**src/rtl/rv32_pkg.sv**
```systemverilog
// Shared integer-pipeline definitions: writeback requester indices,
// register-file geometry and the writeback request payload type.
package rv32_pkg;

    localparam int WB_ALU    = 0;
    localparam int WB_LSU    = 1;
    localparam int WB_MULDIV = 2;
    localparam int WB_N_REQ  = WB_MULDIV + 1;

    localparam int XLEN       = 32;
    localparam int REG_ADDR_W = 5;

    typedef struct packed {
        logic [REG_ADDR_W-1:0] rd;
        logic [XLEN-1:0]       data;
    } wb_req_t;

endpackage

```
**src/rtl/rr_arbiter.sv**
```systemverilog
// Generic N-way round-robin arbiter. The search starts at ptr; after an
// accepted grant ptr moves to the slot just past the winner.
module rr_arbiter #(
    parameter int N = 3
) (
    input  logic                 clk_i,
    input  logic                 rst_i,
    input  logic [N-1:0]         req_i,
    input  logic                 adv_i,
    output logic [N-1:0]         gnt_o,
    output logic [$clog2(N)-1:0] gnt_idx_o
);

    localparam int IDX_W = $clog2(N);

    logic [IDX_W-1:0] r_ptr;
    logic [IDX_W-1:0] w_j;
    logic             w_found;

    always_comb begin
        // NOTE: every always_comb output gets a default first so no path infers a latch.
        gnt_o     = '0;
        gnt_idx_o = '0;
        w_found   = 1'b0;
        w_j       = '0;
        for (int k = 0; k < N; k++) begin
            w_j = IDX_W'((int'(r_ptr) + k) % N);
            if (!w_found && req_i[w_j]) begin
                gnt_o[w_j] = 1'b1;
                gnt_idx_o  = w_j;
                w_found    = 1'b1;
            end
        end
    end

    always_ff @(posedge clk_i) begin
        if (rst_i) begin
            r_ptr <= '0;
        end else if (adv_i) begin
            r_ptr <= (gnt_idx_o == IDX_W'(N - 1)) ? '0 : gnt_idx_o + 1'b1;
        end
    end

endmodule

```
**src/rtl/rf_wb_arbiter.sv**
```systemverilog
// Integer register-file writeback port arbiter: round-robin select, one
// registered write per cycle, decode stall output and conflict counter.
module rf_wb_arbiter
    import rv32_pkg::*;
#(
    parameter int N_REQ  = WB_N_REQ,
    parameter int DATA_W = XLEN,
    parameter int ADDR_W = REG_ADDR_W,
    parameter int CNT_W  = 16
) (
    input  logic                     clk_i,
    input  logic                     rst_i,
    input  logic [N_REQ-1:0]         req_valid_i,
    output logic [N_REQ-1:0]         req_ready_o,
    input  logic [N_REQ*ADDR_W-1:0]  req_rd_i,
    input  logic [N_REQ*DATA_W-1:0]  req_data_i,
    output logic                     rf_we_o,
    output logic [ADDR_W-1:0]        rf_waddr_o,
    output logic [DATA_W-1:0]        rf_wdata_o,
    output logic [$clog2(N_REQ)-1:0] grant_idx_o,
    output logic                     hazard_stall_o,
    output logic [CNT_W-1:0]         conflict_cnt_o,
    input  logic                     conflict_clr_i
);

    localparam int IDX_W = $clog2(N_REQ);

    logic [N_REQ-1:0]  w_gnt;
    logic [IDX_W-1:0]  w_gnt_idx;
    logic              w_xfer;
    logic              w_conflict;
    logic [ADDR_W-1:0] w_sel_rd;
    logic [DATA_W-1:0] w_sel_data;

    logic              r_we;
    logic [ADDR_W-1:0] r_waddr;
    logic [DATA_W-1:0] r_wdata;
    logic [IDX_W-1:0]  r_grant_idx;
    logic [CNT_W-1:0]  r_conflict_cnt;

    rr_arbiter #(
        .N (N_REQ)
    ) u_rr (
        .clk_i     (clk_i),
        .rst_i     (rst_i),
        .req_i     (req_valid_i),
        .adv_i     (w_xfer),
        .gnt_o     (w_gnt),
        .gnt_idx_o (w_gnt_idx)
    );

    // Nobody is accepted while reset is held, so no request is consumed.
    assign req_ready_o    = rst_i ? '0 : w_gnt;
    assign w_xfer         = |req_ready_o;
    assign hazard_stall_o = |(req_valid_i & ~req_ready_o) & ~rst_i;
    assign w_conflict     = $countones(req_valid_i) >= 2;

    always_comb begin
        w_sel_rd   = '0;
        w_sel_data = '0;
        for (int i = 0; i < N_REQ; i++) begin
            if (w_gnt[i]) begin
                w_sel_rd   = req_rd_i[i*ADDR_W +: ADDR_W];
                w_sel_data = req_data_i[i*DATA_W +: DATA_W];
            end
        end
    end

    // Writes to x0 are accepted and recorded but never enabled.
    always_ff @(posedge clk_i) begin
        if (rst_i) begin
            r_we        <= 1'b0;
            r_waddr     <= '0;
            r_wdata     <= '0;
            r_grant_idx <= '0;
        end else begin
            // NOTE: state is updated with non-blocking assignments so every register samples pre-edge values.
            r_we <= w_xfer && (w_sel_rd != '0);
            if (w_xfer) begin
                r_waddr     <= w_sel_rd;
                r_wdata     <= w_sel_data;
                r_grant_idx <= w_gnt_idx;
            end
        end
    end

    always_ff @(posedge clk_i) begin
        if (rst_i || conflict_clr_i) begin
            r_conflict_cnt <= '0;
        end else if (w_conflict && (r_conflict_cnt != {CNT_W{1'b1}})) begin
            r_conflict_cnt <= r_conflict_cnt + 1'b1;
        end
    end

    assign rf_we_o        = r_we;
    assign rf_waddr_o     = r_waddr;
    assign rf_wdata_o     = r_wdata;
    assign grant_idx_o    = r_grant_idx;
    assign conflict_cnt_o = r_conflict_cnt;

endmodule

```
**config.mk**
```make
export PLATFORM = sky130hd
export DESIGN_NAME = rf_wb_arbiter
export DESIGN_NICKNAME = d
export VERILOG_FILES = /design/src/rtl/rv32_pkg.sv /design/src/rtl/rr_arbiter.sv /design/src/rtl/rf_wb_arbiter.sv
export SDC_FILE = /design/constraint.sdc
export NUM_CORES = 1
export LEC_CHECK = 0
export ABC_AREA = 1
export CAP_MARGIN = 20
export CORE_MARGIN = 4
export CORE_UTILIZATION = 41
export CTS_BUF_LIST = sky130_fd_sc_hd__clkbuf_2 sky130_fd_sc_hd__clkbuf_4 sky130_fd_sc_hd__clkbuf_8
export DETAILED_ROUTE_END_ITERATION = 10
export GPL_TIMING_DRIVEN = 0
export PLACE_DENSITY = 0.83
export SYNTH_ARGS = -nofsm -noshare
export SYNTH_HDL_FRONTEND = slang
export SYNTH_HIERARCHICAL = 1
export SYNTH_SLANG_ARGS = --single-unit
export TNS_END_PERCENT = 1
```
**constraint.sdc**
```tcl
create_clock -name clk_i -period 3.1 [get_ports clk_i]
set_input_delay 0.62 -clock clk_i [delete_from_list [all_inputs] [get_ports clk_i]]
set_output_delay 0.62 -clock clk_i [all_outputs]
set_load 0.005 [all_outputs]
```
* Word-level counts from Yosys, hierarchy flattened
Cells that the tools add are included.
Word-level totals: flip-flop bits (word level) 58, word-level logic and storage cells 71, output and inout port bits 60, bits of input ports 117
Cells by class: bitwise operators 6, div/mod/pow operators 3, multiplexer cells 28, add/subtract/negate cells 6, reductions and logical operators 13, equal/unequal tests 2, order comparisons 7
Operators with widths (number):
- 32-bit two-way mux | 3
- 32-bit by 3-bit remainder unit with 32-bit output (second input constant) | 2
- 3-bit by 3-bit remainder unit with 32-bit output (second input constant) | 1
- 16-bit by 1-bit adder with 16-bit output (second input constant) | 1
- 16-bit inequality test (second input constant) | 1
- 5-bit two-way mux | 3
- 3-bit two-way mux | 4
- 2-bit by 3-bit less-than comparator with 1-bit output (second input constant) | 3
- 1-bit two-way mux | 8
- 2-bit two-way mux | 4
- 1-bit logical AND | 7
- 1-bit binary-select mux with 2-bit select | 3
- 1-bit demux with 2-bit select | 3
- 2-bit by 1-bit greater-or-equal comparator with 1-bit output (second input constant) | 3
- 3-bit bitwise OR | 2
- 3-bit OR reduction | 2
- 5-bit nonzero test | 1
- 2-bit by 1-bit adder with 3-bit output | 1
- 2-bit by 1-bit adder with 3-bit output (second input constant) | 1
- 2-bit by 2-bit adder with 3-bit output (second input constant) | 1
- 3-bit AND | 1
- 3-bit by 2-bit greater-or-equal comparator with 1-bit output (second input constant) | 1
- 3-bit inverter | 1
- 1-bit by 1-bit adder with 2-bit output | 1
- other kinds (6) | 7

* Logic depth before layout (Yosys ltp)
depth after elaboration 15, mapped depth 19, gate-level depth less buffers 18

* By module
The synthesis kept the hierarchy.
Modules (own cells, without submodules):
- rf_wb_arbiter | area each 2945.3 sq um, instances 1, cells an instance 463, seq. area each 1121.1 sq um
- rr_arbiter | area each 384.1 sq um, instances 1, cells an instance 68, seq. area each 40.0 sq um

* Least setup slack after synthesis
No wires, ideal clock.
kind register to output, start register u_rr.r_ptr[0], end output port hazard_stall_o, path buffers 1, arrival 1.887 ns, cell stages (with the launch flop) 14, data required time 2.480 ns, setup slack 0.593 ns, cells stage by stage dfxtp_1 -> inv_1 -> ha_1 -> o21ai_0 -> nand2_2 -> nor2_1 -> nand2_1 -> nand3_1 -> inv_2 -> clkbuf_1 -> o21ai_0 -> nand3_1 -> nand2_1 -> inv_1
Between the ends: longest elaborated chain between the ends 15, elaborated cells between the ends (all ways) 42, classes of those cells add/sub: 2; div: 3; order compare: 6; mux: 18; bitwise: 5; reduce/logical: 8
RTL lines:
- start, declared | RTL line rr_arbiter.sv:16 | logic [IDX_W-1:0] r_ptr;
- start signal, assigned | RTL line rr_arbiter.sv:40 | r_ptr <= (gnt_idx_o == IDX_W'(N - 1)) ? '0 : gnt_idx_o + 1'b1;
- 2-bit by 1-bit adder with 3-bit output / 3-bit by 3-bit remainder unit with 32-bit output (equally long branches) | RTL line rr_arbiter.sv:27 | w_j = IDX_W'((int'(r_ptr) + k) % N);
- 32-bit by 3-bit remainder unit with 32-bit output (tied with other cells) | RTL line rr_arbiter.sv:27
- 2-bit by 3-bit less-than comparator with 1-bit output (implied by the code) (tied with other cells) | RTL line rr_arbiter.sv:29 | gnt_o[w_j] = 1'b1;
- 1-bit logical AND (implied by the code) (tied with other cells) | RTL line rr_arbiter.sv:29
- 1-bit two-way mux (implied by the code) (tied with other cells) | RTL line rr_arbiter.sv:29
- 1-bit demux with 2-bit select (tied with other cells)
- 3-bit bitwise OR (no source line) / 1-bit two-way mux (equally long branches)
- 3-bit two-way mux / 1-bit logical NOT (equally long branches) | RTL line rr_arbiter.sv:28 | if (!w_found && req_i[w_j]) begin
- 3-bit bitwise OR (no source line) / 1-bit logical AND (equally long branches)
- 3-bit two-way mux (*) | RTL line rr_arbiter.sv:28
- via w_gnt[2] | RTL line rf_wb_arbiter.sv:28 | logic [N_REQ-1:0] w_gnt;
- 3-bit two-way mux (*) | RTL line rf_wb_arbiter.sv:53 | assign req_ready_o = rst_i ? '0 : w_gnt;
- 3-bit inverter (*) | RTL line rf_wb_arbiter.sv:55 | assign hazard_stall_o = |(req_valid_i & ~req_ready_o) & ~rst_i;
- 3-bit AND (*) | RTL line rf_wb_arbiter.sv:55
- 3-bit OR reduction (*) | RTL line rf_wb_arbiter.sv:55
- 1-bit AND (*) | RTL line rf_wb_arbiter.sv:55
- end, declared | RTL line rf_wb_arbiter.sv:21 | output logic hazard_stall_o,
Mark *: on every way through the listed nets, which the timed path passes. The rest lies on a longest branch. The select of a mux whose other input is x is not followed.

* Worst setup path after layout
start register u_rr.r_ptr[0], end output port req_ready_o[2]
Between the ends: longest elaborated chain between the ends 11, elaborated cells between the ends (all ways) 38, classes of those cells add/sub: 2; div: 3; order compare: 6; mux: 18; bitwise: 2; reduce/logical: 7
RTL lines:
- 2-bit by 1-bit adder with 3-bit output / 3-bit by 3-bit remainder unit with 32-bit output (equally long branches) | RTL line rr_arbiter.sv:27
- 32-bit by 3-bit remainder unit with 32-bit output (tied with other cells) | RTL line rr_arbiter.sv:27
- 2-bit by 3-bit less-than comparator with 1-bit output (implied by the code) (tied with other cells) | RTL line rr_arbiter.sv:29
- 1-bit logical AND (implied by the code) (tied with other cells) | RTL line rr_arbiter.sv:29
- 1-bit two-way mux (implied by the code) (tied with other cells) | RTL line rr_arbiter.sv:29
- 1-bit demux with 2-bit select (tied with other cells)
- 3-bit bitwise OR (no source line) / 1-bit two-way mux (equally long branches)
- 3-bit two-way mux / 1-bit logical NOT (equally long branches) | RTL line rr_arbiter.sv:28
- 3-bit bitwise OR (no source line) / 1-bit logical AND (equally long branches)
- 3-bit two-way mux (*) | RTL line rr_arbiter.sv:28
- via w_gnt[2] | RTL line rf_wb_arbiter.sv:28
- 3-bit two-way mux (*) | RTL line rf_wb_arbiter.sv:53
- end, declared | RTL line rf_wb_arbiter.sv:14 | output logic [N_REQ-1:0] req_ready_o,
Marked as above.

==> impl_metrics.ini <==
[route]
wire_per_inst_um = 14.7
drtPass1Iterations = 5
ant_nets = 0
viasPerCell = 5.09
drt-total-wl_um = 12300
vias = 4236
drc = 0
first_iter_violations = 166

[cts]
clock_latency_ps = 340
cts.reportedPaths.clkPinSlew_ps = 70
cts_max_path_buffers = 2
cts_sinks = 58
root_buffer = clkbuf_8
htreeDepth = 3
cts_tree = built
numCtsBuffers = 9

[placed_design]
placed_area_um2 = 5220
numPlacedInstances = 809
gp_congestion = 0.910
dpl.hpwl_um = 9420
port_buffers = 176

[synth]
synth.avg_cell_area_um2 = 6.27
syn-instance-count = 531
postSynthNetCount = 654
netlist_area_um2 = 3330
synth_enable_flop_cells = 0
synth_cell_types = 32
ys_seq_area_share_pct = 34.9
yosys_most_used_dff = dfxtp_1
async_flop_share_pct = 0
ys_warn_count = 6
synth_seq_cells = 58

[finish]
syn2layout_area_growth_pct = 65.5
nNetsFinal = 848
fin_area_um2 = 5510
post-route-util_pct = 70.6
drive_gt1_share_pct = 8.90
layout_common_cells = 188 x nand2_1, 171 x clkdlybuf4s50_1, 58 x o21ai_0, 56 x a21oi_1, 56 x dfxtp_1
layout_commonest_cell = nand2_1
n_antenna_cell = 0
finalNonFillerCells = 832

[global_routing]
grt_use_total_pct = 24.2
grt-ovfl-total = 0
grt_pass1_wl_um = 19100
grt_max_degree = 14
grt_pass1_vias = 4189
antenna_found_initial = 0

[setup_path]
critPathMaxFanout = 7
cpPeakStageDelay_ps = 560
worstPathRequired_ps = 2480
r2r-start = u_rr/r_ptr[0]$_SDFFE_PP0P_
crit_start = u_rr/r_ptr[0]$_SDFFE_PP0P_
arrival_ps = 2460
slowest_stage = clkdlybuf4s50_1
worstPathCellList = inv_2 > ha_4 > inv_2 > nand2_1 > nand3_1 > nand2_2 > nand4_1 > nand3_2 > inv_2 > nor2_1 > clkdlybuf4s50_1
worstSetupPathType = flop to primary output
critPathLaunchType = flop
critical_path.most_common_cell = inv_2
end_kind = primary output

[sta]
setup_viol = 0
fin_setup_tns_ps = 0
rsz0062_at_grt = true
max_freq_ghz = 0.325
drv_slew = 0
hold_viol_final = 0
whs_ps = 450
tightestPinTransition_ps = 557
finalCritPeriodShare_pct = 99.4
skew_ps = 12.2
finalCriticalPeriod_ps = 3080
relSlewSlack_pct = 62.8

[die]
die_w_um = 98.1
die_h_um = 98.1
num_rows = 32
start_util_pct = 42.6
core_um2 = 7810
ios = 177
die-area_um2 = 9630

[power]
p_per_area_nw_per_um2 = 860
peakVddDrop_v = 0.000539
p_leak_nw = 2.24

[status]
status = finished clean

[run]
maxCapViolations = 0

[worst_hold_path]
holdCritPathClass = flop to flop
hp-start = grant_idx_o[1]$_SDFFE_PP0P_
==> layout make-up <==
cell class                 instances  area, um^2
inverter                          32         121
multi-input combinational        416        1970
tap                              102         128
timing repair buffer             183        1810
sequential                        58        1160
buffer                            25         138
clock inverter                     6        41.3
clock buffer                      10         138
fill                             647        2300
==> path summary, 6_finish.rpt <==
path                                               endpoint  slack, ps  cells after the start
worst min register to register  grant_idx_o[1]$_SDFFE_PP0P_        450                      2
worst min-delay path            grant_idx_o[1]$_SDFFE_PP0P_        450                      2
worst max-delay path                         req_ready_o[2]         20                     11
worst max register to register   u_rr/r_ptr[1]$_SDFFE_PP0P_        270                     16
==> layer usage <==
| metal | global-route usage (%) | up-vias | wire length [um] | part of all wire (%) |
|---|---|---|---|---|
| met1 | 25.3 | 1915 | 4680 | 38 |
| li1 | - | 2125 | - | - |
| met5 | 0 | - | 0 | 0 |
| met4 | 8.52 | 0 | 219 | 1.8 |
| met3 | 7.29 | 22 | 1020 | 8.3 |
| met2 | 45.4 | 174 | 6350 | 52 |
==> power by group <==
group | switching (W) | internal [W]
combinational | 0.00178 | 0.00128
sequential | 0.0000987 | 0.000952
clock | 0.000317 | 0.000311
==> worst max-delay path, delay by kind of cell (launching register included) <==
family / cells / cell delay [ps]
buffers and inverters: 4 / 740
AND/OR/NAND/NOR: 6 / 720
flip-flops: 1 / 340
adder cells (fa/ha/maj): 1 / 310
==> through the flow <==
stage	power [W]	worst slack, ps
finish	0.00474	19.5
global route	0.00516	-108
CTS	0.00471	0.655
detailed placement	0.00396	-739
global placement	0.00388	-702
floorplan	0.00285	593
==> what timing repair did <==
| item | CTS | global route |
|---|---|---|
| buffers inserted | 6 | 1 |
| gates resized for setup | 23 | 7 |
| pin swaps | 5 | 2 |
| hold buffers | 0 | 0 |
| endpoints found under the setup margin | 4 | 6 |
==> sequential cells by signal, summed over array words and instances (netlist names) <==
signal,flops
rf_we_o,1
u_rr/r_ptr,2
rf_wdata_o,32
conflict_cnt_o,16
grant_idx_o,2
rf_waddr_o,5
==> synth_stat cells, types with 2 or more instances <==
master	n	area, um^2
a21oi_1	56	280
buf_1	6	22.5
buf_2	6	30.0
buf_6	3	33.8
clkbuf_1	8	30.0
clkbuf_2	2	10.0
dfxtp_1	58	1160
ha_1	6	75.1
inv_1	24	90.1
inv_2	6	22.5
nand2_1	188	706
nand2_2	3	18.8
nand3_1	18	90.1
nand4_1	8	50.1
nor2_1	40	150
nor2_2	2	12.5
o21ai_0	62	310
o21ai_1	17	85.1
xnor2_1	2	17.5
xor2_1	4	35.0
==> logic make-up after synthesis <==
kind of cell	synth area share [%]
AO/OA/AOI/OAI	21.5
XOR/XNOR	1.58
adder cells (fa/ha/maj)	2.25
buffers and inverters	7.44
flip-flops	34.9
AND/OR/NAND/NOR	32.4
Power figures use the tool's default switching activity.
